File: config.mk
export PLATFORM = sky130hd
export DESIGN_NAME = rf_writeback_ctrl
export DESIGN_NICKNAME = d
export VERILOG_FILES = /design/src/rtl/rf_writeback_ctrl.sv
export SDC_FILE = /design/constraint.sdc
export NUM_CORES = 1
export LEC_CHECK = 0
export ABC_AREA = 1
export CORE_MARGIN = 5
export CORE_UTILIZATION = 50
export DETAILED_ROUTE_END_ITERATION = 8
export PLACE_DENSITY = 0.69
export SLEW_MARGIN = 20
export SYNTH_ARGS = -nofsm -noshare
export SYNTH_HDL_FRONTEND = slang
export SYNTH_SLANG_ARGS = --single-unit
File: constraint.sdc
create_clock -name clk -period 12.6 [get_ports clk]
set_input_delay 1.26 -clock clk [delete_from_list [all_inputs] [get_ports clk]]
set_output_delay 1.26 -clock clk [all_outputs]
set_load 0.02 [all_outputs]
File: src/rtl/rf_writeback_ctrl.sv
// Write-side front end for the dual-write-port register file: in-order result queue, paired drain,
// x0 drop, same-rd resolution and pending-write mask. Optional WB_BYPASS_EN skips the empty queue.
module rf_writeback_ctrl #(
    parameter int RS    = 5,
    parameter int RD    = 32,
    parameter int DEPTH = 8
) (
    input  logic                 clk,
    input  logic                 rst,
    input  logic [1:0]           res_valid,
    input  logic [1:0][RS-1:0]   res_rd,
    input  logic [1:0][RD-1:0]   res_wd,
    output logic                 res_ready,
    input  logic                 wb_stall,
    output logic [1:0]           wb_en,
    output logic [1:0][RS-1:0]   wb_rd,
    output logic [1:0][RD-1:0]   wb_wd,
    output logic [31:0]          pend_mask
);
    localparam int PW = $clog2(DEPTH);
    localparam int CW = PW + 1;

    logic [PW-1:0]         rd_ptr_q, rd_ptr_d, wr_ptr_q, wr_ptr_d;
    logic [CW-1:0]         count_q, count_d, push_n, pop_n;
    logic [1:0]            wb_en_q, wb_en_d;
    logic [1:0][RS-1:0]    wb_rd_q, wb_rd_d;
    logic [1:0][RD-1:0]    wb_wd_q, wb_wd_d;
    logic [RS-1:0]         mem_rd_q [DEPTH];
    logic [RD-1:0]         mem_wd_q [DEPTH];

    logic [1:0]            keep, we;
    logic [1:0][PW-1:0]    wa;
    logic [1:0][RS-1:0]    slot_rd, cand_rd;
    logic [1:0][RD-1:0]    slot_wd, cand_wd;
    logic [1:0]            cand_n;
    logic                  bypass;
    logic [31:0]           pend_c;
    logic [PW-1:0]         off;

    assign res_ready = (count_q <= CW'(DEPTH - 2));
    assign keep[0]   = res_valid[0] & res_ready & (res_rd[0] != '0);
    assign keep[1]   = res_valid[1] & res_ready & (res_rd[1] != '0);

    always_comb begin
        pop_n   = '0;
        push_n  = '0;
        cand_n  = 2'd0;
        bypass  = 1'b0;
        wb_en_d = 2'b00;
        wb_rd_d = wb_rd_q;
        wb_wd_d = wb_wd_q;
        cand_rd[0] = mem_rd_q[rd_ptr_q];
        cand_wd[0] = mem_wd_q[rd_ptr_q];
        cand_rd[1] = mem_rd_q[rd_ptr_q + PW'(1)];
        cand_wd[1] = mem_wd_q[rd_ptr_q + PW'(1)];
        if (!wb_stall) begin
            if (count_q >= CW'(2)) begin
                cand_n = 2'd2;
                pop_n  = CW'(2);
            end else if (count_q == CW'(1)) begin
                cand_n = 2'd1;
                pop_n  = CW'(1);
            end
`ifdef WB_BYPASS_EN
            if (count_q == '0 && keep != 2'b00) begin
                bypass     = 1'b1;
                cand_n     = (keep == 2'b11) ? 2'd2 : 2'd1;
                cand_rd[0] = keep[0] ? res_rd[0] : res_rd[1];
                cand_wd[0] = keep[0] ? res_wd[0] : res_wd[1];
                cand_rd[1] = res_rd[1];
                cand_wd[1] = res_wd[1];
            end
`endif
            // The younger entry wins a same-destination pair; the older write is squashed.
            case (cand_n)
                2'd2: begin
                    wb_en_d = (cand_rd[0] == cand_rd[1]) ? 2'b10 : 2'b11;
                    wb_rd_d = cand_rd;
                    wb_wd_d = cand_wd;
                end
                2'd1: begin
                    wb_en_d    = 2'b01;
                    wb_rd_d[0] = cand_rd[0];
                    wb_wd_d[0] = cand_wd[0];
                end
                default: ;
            endcase
        end

        we      = 2'b00;
        wa[0]   = wr_ptr_q;
        wa[1]   = wr_ptr_q + PW'(1);
        slot_rd = res_rd;
        slot_wd = res_wd;
        if (!bypass) begin
            case (keep)
                2'b11: begin
                    we     = 2'b11;
                    push_n = CW'(2);
                end
                2'b01: begin
                    we     = 2'b01;
                    push_n = CW'(1);
                end
                2'b10: begin
                    we         = 2'b01;
                    push_n     = CW'(1);
                    slot_rd[0] = res_rd[1];
                    slot_wd[0] = res_wd[1];
                end
                default: ;
            endcase
        end
        wr_ptr_d = wr_ptr_q + PW'(push_n);
        rd_ptr_d = rd_ptr_q + PW'(pop_n);
        count_d  = count_q + push_n - pop_n;
    end

    always_ff @(posedge clk or negedge rst) begin
        if (!rst) begin
            rd_ptr_q <= '0;
            wr_ptr_q <= '0;
            count_q  <= '0;
            wb_en_q  <= '0;
            wb_rd_q  <= '0;
            wb_wd_q  <= '0;
        end else begin
            rd_ptr_q <= rd_ptr_d;
            wr_ptr_q <= wr_ptr_d;
            count_q  <= count_d;
            wb_en_q  <= wb_en_d;
            wb_rd_q  <= wb_rd_d;
            wb_wd_q  <= wb_wd_d;
        end
    end

    generate
        for (genvar gi = 0; gi < 2; gi++) begin : g_slot
            always_ff @(posedge clk) begin
                if (we[gi]) begin
                    mem_rd_q[wa[gi]] <= slot_rd[gi];
                    mem_wd_q[wa[gi]] <= slot_wd[gi];
                end
            end
        end
    endgenerate

    // An entry is live when its distance from the read pointer is below the count.
    always_comb begin
        pend_c = '0;
        off    = '0;
        for (int i = 0; i < DEPTH; i++) begin
            off = PW'(i) - rd_ptr_q;
            if ({1'b0, off} < count_q) pend_c[mem_rd_q[i]] = 1'b1;
        end
        for (int p = 0; p < 2; p++) begin
            if (wb_en_q[p]) pend_c[wb_rd_q[p]] = 1'b1;
        end
        pend_c[0] = 1'b0;
    end

    assign pend_mask = pend_c;
    assign wb_en     = wb_en_q;
    assign wb_rd     = wb_rd_q;
    assign wb_wd     = wb_wd_q;
endmodule

==> qor.csv, run 1 <==
stage,metric,value,unit
timing,period_minus_slack,7150,ps
final_layout,multi_input_area,11500,um2
pwr,leakage,0.0120,uW
floorplanning,fp.coreArea,47700,um2
placed_design,dp_hpwl,59800,um
floorplanning,io_pins,188,
status,status,finished clean,
cts,clock_latency,600,ps
cts,htreeDepth,2,
timing,holdWs,475,ps
min_path,hold_path.class,flip-flop to flip-flop,
min_path,hold_path_depth,2,
cts,clk_pin_slew,60,ps
synth,synth_edf_count,296,
cts,cts_buffer_depth,3,
route,via_per_inst,6.11,
pwr,p_per_area,277,nW/um2
floorplanning,start_util,50.6,%
worst_setup_path,end_kind,output pin,
final_layout,final_cell_mix,"1006 x nand2_1, 515 x o21ai_0, 296 x edfxtp_1",
job,maxCapViolations,0,
worst_setup_path,worstSetupPathType,flip-flop to output pin,
worst_setup_path,worstPathRequired,11340,ps
cts,post_cts_resized,0,
worst_setup_path,rrSetupSlack,8340,ps
cts,cts-root-buf,clkbuf_16,
grt,grt_pass1_vias,22949,
worst_setup_path,r2r-start,rd_ptr_q[0],
timing,hold_violations,0,
cts,cts_buffers,41,
placed_design,routabilityCongestion,1.05,
cts,ctsHoldBuffers,0,
synth,netlist.area_leader.share,36.8,%
synth,ys.flop_type,edfxtp_1,
timing,slew_headroom,19.5,%
final_layout,antennaDiodeCount,0,
synth,synth.distinct_cells,42,
synth,synth_area_per_cell,7.42,um2
final_layout,num-nets-final,3440,
worst_setup_path,critPathArrivalTime,5890,ps
timing,fmax,0.140,GHz
worst_setup_path,crit_path_max_fanout,159,
cts,cts_setup_buffers,0,
worst_setup_path,cp-startpoint,rd_ptr_q[0],
route,wire_per_inst,23.2,um
floorplanning,die_area,52800,um2
synth,netlist_instances,3255,
min_path,hold_end,wb_wd[51],
worst_setup_path,critPathLaunchType,flip-flop,
worst_setup_path,r2r_end,wb_en[0],
route,vias,24299,
final_layout,regArea,11000,um2
grt,overflow,0,
route,dr.pass1.iters,9,
route,initialDrtViolationCount,3365,
synth,ys_seq_area_share,45.7,%
pwr,peakVddDrop,340,uV
final_layout,num-fill-cells,4334,
grt,grt_pass1_wl,137000,um
cts,clock_sinks,382,
synth,synth_top_area_cell,edfxtp_1,
route,drtAntennaViolNets,0,
timing,drv_slew,0,
worst_setup_path,ff2ff_path_depth,13,
cts,cts_tree,built,
synth,yosys_warnings,0,
grt,antenna_found_initial,4,
floorplanning,fp.dieW,230,um
timing,setup_viol,0,
timing,fin_crit_sh,56.7,%
synth,synth_async_sr_flop_share,22.5,%
timing,fin_setup_tns,0,ps
floorplanning,die_h,230,um
route,drcViolationCount,0,
final_layout,final_common_cell,nand2_1,
timing,skew,44.4,ps
grt,grt_usage,33.6,%
final_layout,syn2layout_area_growth,14.8,%
floorplanning,rows,80,
synth,syn-num-nets,3364,
synth,syn-cell-area,24100,um2
timing,rsz0062_at_grt,false,
synth,synthTopCellsByArea,"edfxtp_1 37%, nand2_1 16%, o21ai_0 11%",
route,wirelength,92400,um
synth,ys_ff_latch,382,
grt,grt_max_degree,160,
placed_design,io_buffers,186,
final_layout,final_layout_size_suffix_gt1_share,4.61,%
timing,tightest_slew,1200,ps
min_path,min-delay-start,wb_wd[51],
## stage by stage
step | total power (uW) | util [%] | area (um2) | instances | worst slack, ps
floorplan | 4780 | - | 24100 | 3255 | 7090
global placement | 6190 | 55.2 | 26300 | 3903 | 6260
detailed placement | 6320 | 55.2 | 26300 | 3903 | 6150
CTS | 7570 | 58.0 | 27700 | 3979 | 5510
global route | 8110 | 58.1 | 27700 | 3979 | 5130
finish | 7670 | 58.1 | 27700 | 3979 | 5450
## synthesized netlist by cell type (2+ instances only)
| cell type | number |
|---|---|
| dfrtp_1 | 86 |
| a21o_1 | 2 |
| inv_2 | 13 |
| nor2_1 | 264 |
| o2111ai_1 | 10 |
| xnor2_1 | 6 |
| nand2_2 | 3 |
| o221ai_1 | 29 |
| fa_1 | 4 |
| clkbuf_1 | 84 |
| o22ai_1 | 17 |
| o21bai_1 | 3 |
| o21ai_1 | 32 |
| edfxtp_1 | 296 |
| nand3b_1 | 5 |
| inv_1 | 244 |
| o21ai_0 | 523 |
| buf_1 | 8 |
| nand2_1 | 1015 |
| buf_4 | 12 |
| nand4_1 | 5 |
| a22oi_1 | 29 |
| a21oi_1 | 145 |
| nor3_1 | 86 |
| nor2_2 | 16 |
| o211ai_1 | 17 |
| a221oi_1 | 10 |
| a211oi_1 | 6 |
| nor2_4 | 2 |
| nor3b_1 | 3 |
| buf_2 | 78 |
| nand3_1 | 167 |
| ha_1 | 26 |
## worst max-delay path, cell delays in order, from the launching register on
cell	delay, ps
dfrtp_4	690
inv_6	810
ha_4	960
inv_2	30
buf_4	430
ha_1	410
inv_1	60
o21bai_1	80
nand3_1	80
nand2_1	120
nor2_1	560
nand2_1	100
nand2_1	90
nor2_1	40
nand3_1	160
clkdlybuf4s50_1	630
## worst max path at each step
stage                           to  slack (ps)
floorplan           mem_rd_q[2][0]        7090
global placement     pend_mask[21]        6260
detailed placement   pend_mask[21]        6150
CTS                  pend_mask[21]        5510
global route         pend_mask[21]        5130
finish               pend_mask[21]        5450
## per-layer routing
layer / GRT usage [%] / share of wire [%] / wire, um / vias up
li1: - / - / - / 11139
met1: 44.3 / 38 / 35300 / 11287
met2: 54.0 / 46 / 42400 / 1536
met3: 6.24 / 11 / 9910 / 331
met4: 15.9 / 5.1 / 4750 / 6
met5: 0 / 0.025 / 23 / -
## sequential cells by signal, summed over array words and instances (netlist names)
register / flops
count_q: 4
mem_rd_q: 40
mem_wd_q: 256
rd_ptr_q: 3
wb_en: 2
wb_rd: 10
wb_wd: 64
wr_ptr_q: 3
## report_power, final
| group | total, uW | switching (uW) | internal [uW] | leakage [uW] |
|---|---|---|---|---|
| Combinational | 4340 | 3010 | 1330 | 0.00758 |
| Clock | 1240 | 513 | 724 | 0.000681 |
| Sequential | 2090 | 246 | 1850 | 0.00372 |
| Total | 7670 | 3770 | 3900 | 0.0120 |
## logic make-up after synthesis
group	count (synthesis)	synth area share (%)
simple gates	1568	26.2
compound gates	824	18.5
buf+inv	442	7.50
flops	382	45.7
fa+ha+maj	30	1.68
xor+xnor	8	0.399
other cells	1	0.0155
## final cells by class
class / instances / share of cell area (%)
Timing Repair Buffer: 217 / 7.56
Clock buffer: 58 / 4.30
Sequential cell: 382 / 39.8
Multi-Input combinational cell: 2431 / 41.3
Tap cell: 615 / 2.78
Inverter: 258 / 3.51
Clock inverter: 18 / 0.691
(Power assumes the default switching activity.)
==> run 2, diff against run 1 <==
--- a/config.mk
+++ b/config.mk
@@ -9,7 +9,7 @@
 export CORE_MARGIN = 5
 export CORE_UTILIZATION = 50
 export DETAILED_ROUTE_END_ITERATION = 8
-export PLACE_DENSITY = 0.69
+export PLACE_DENSITY = 0.72
 export SLEW_MARGIN = 20
 export SYNTH_ARGS = -nofsm -noshare
 export SYNTH_HDL_FRONTEND = slang
==> constraint.sdc (replaced) <==
create_clock -name clk -period 6.1 [get_ports clk]
set_input_delay 0.61 -clock clk [delete_from_list [all_inputs] [get_ports clk]]
set_output_delay 0.61 -clock clk [all_outputs]
set_load 0.02 [all_outputs]
==> run 2 against run 1 <==
Net effect:
- combinational power grew 110%
- sequential share of layout area is essentially flat
- critical path depth shrank 1
==> qor.csv, run 2 (synthesis gave the netlist of run 1 again) <==
stage,metric,value,unit,change
status,status,finished clean,,
timing,period_minus_slack,5270,ps,
grt,grt_pass1_wl,136000,um,-0.56%
route,initialDrtViolationCount,3459,,+2.8%
cts,cts_buffers,42,,+2.4%
pwr,peakVddDrop,339,uV,-0.28%
timing,setup_viol,0,,unchanged
route,wire_per_inst,23.1,um,-0.65%
cts,htreeDepth,2,,unchanged
floorplanning,die_h,230,um,unchanged
floorplanning,start_util,50.6,%,unchanged
route,wirelength,91900,um,-0.57%
route,highest_layer,met4,,
grt,antenna_found_initial,0,,-4
worst_setup_path,worstSetupPathType,flip-flop to output pin,,
final_layout,final_cell_mix,"1006 x nand2_1, 515 x o21ai_0, 296 x edfxtp_1",,
route,vias,24314,,+0.062%
final_layout,largest_reg_flops,256,,unchanged
final_layout,final_layout_size_suffix_gt1_share,4.69,%,+0.085 points
final_layout,syn2layout_area_growth,14.8,%,about the same
floorplanning,die_area,52800,um2,unchanged
pwr,p_total,15900,uW,+110%
floorplanning,fp.coreArea,47700,um2,unchanged
placed_design,io_buffers,186,,unchanged
timing,slew_headroom,21.3,%,+1.8 points
grt,overflow,0,,unchanged
worst_setup_path,worstPathRequired,5490,ps,-5850 ps
cts,post_cts_resized,0,,unchanged
worst_setup_path,end_kind,output pin,,
route,wl_met1,35400,um,+0.22%
final_layout,utilization,58.1,%,about the same
cts,cts_setup_buffers,0,,unchanged
timing,fin_setup_tns,0,ps,unchanged
floorplanning,fp.dieW,230,um,unchanged
final_layout,final_common_cell,nand2_1,,
grt,grt_max_degree,100,,-38%
route,met2_length,42400,um,about the same
timing,tightest_slew,1170,ps,-27.1 ps
worst_setup_path,critPathLaunchType,flip-flop,,
final_layout,multi_input_area,11400,um2,about the same
route,met3_wirelength,9710,um,-2.1%
min_path,hold_path.class,primary input to asynchronous set/reset pin,,
cts,clk_pin_slew,60,ps,about the same
timing,skew,21.1,ps,-23.4 ps
grt,grt_usage,33.3,%,-0.29 points
floorplanning,io_pins,188,,unchanged
job,maxCapViolations,0,,unchanged
floorplanning,rows,80,,unchanged
route,drtAntennaViolNets,0,,unchanged
pwr,leakage,0.0120,uW,about the same
cts,clock_latency,590,ps,about the same
timing,drv_slew,0,,unchanged
worst_setup_path,crit_path_max_fanout,72,,-55%
grt,grt_pass1_vias,22655,,-1.3%
worst_setup_path,critPathArrivalTime,4660,ps,-1230 ps
route,drcViolationCount,0,,unchanged
cts,ctsHoldBuffers,0,,unchanged
route,dr.pass1.iters,7,,-2
placed_design,routabilityCongestion,1.05,,-0.28%
timing,fin_crit_sh,86.4,%,
route,via_per_inst,6.11,,about the same
timing,rsz0062_at_grt,false,,
pwr,p_per_area,573,nW/um2,+110%
cts,clock_sinks,382,,unchanged
final_layout,num-fill-cells,4306,,-0.65%
timing,hold_violations,0,,unchanged
placed_design,dp_hpwl,60600,um,+1.4%
final_layout,num-nets-final,3443,,+0.087%
cts,cts_buffer_depth,3,,unchanged
final_layout,regArea,11000,um2,unchanged
timing,fmax,0.190,GHz,
cts,cts_tree,built,,
cts,cts-root-buf,clkbuf_16,,
final_layout,antennaDiodeCount,0,,unchanged
## run 2: changes by cell type in the layout (fill, tap and decap cells not counted), sizes merged
cell	previous run	this run
inv	259	261
buf	32	34
clkbuf	58	57
## run 2: final timing paths
check / end / startpoint / depth (start not counted) / slack (ps)
max: pend_mask[26] / rd_ptr_q[0] / 14 / 830
min: wb_en[1] / rst / 1 / 70
max reg2reg: mem_wd_q[5][25] / count_q[3] / 12 / 1920
min reg2reg: wb_wd[55] / wb_wd[55] / 2 / 480
max in group asynchronous: rd_ptr_q[0] / rst / 2 / 4950
min in group clk: wb_wd[55] / wb_wd[55] / 2 / 480
## run 2: routing by layer
metal | global-route usage (%) | vias up
met4 | 13.8 | 0
met3 | 5.12 | 327
met2 | 54.4 | 1623
li1 | - | 11144
met1 | 44.7 | 11220
met5 | 0 | -
## run 2: worst max-delay path, stage by stage (launching register included)
cell,delay (ps)
dfrtp_4,890
inv_6,350
ha_2,460
inv_2,40
ha_1,260
inv_1,50
o21bai_1,80
nand3_1,80
nand2_1,110
nor2_1,620
nand2_1,110
nand3_1,170
nor2_1,80
nand2_1,70
clkdlybuf4s50_1,600
## run 2: area by class of cell
type,count,area share (%)
Clock buffer,57,4.29
Clock inverter,20,0.704
Inverter,258,3.51
Multi-Input combinational cell,2431,41.3
Sequential cell,382,39.8
Tap cell,615,2.78
Timing Repair Buffer,219,7.60
## run 2: power by group
part           internal, uW  switching, uW  leakage [uW]
clock                  1500           1100      0.000685
combinational          2740           6190       0.00758
sequential             3820            534       0.00372
total                  8050           7820        0.0120
## run 2: metrics by stage
step / worst slack [ps] / hold WS [ps] / area [um2] / instances
floorplan: 594 / 314 / 24100 / 3255
global placement: 1570 / 465 / 26300 / 3905
detailed placement: 1550 / 465 / 26300 / 3905
CTS: 934 / 85.7 / 27700 / 3982
global route: 692 / 127 / 27700 / 3982
finish: 827 / 72.6 / 27700 / 3982
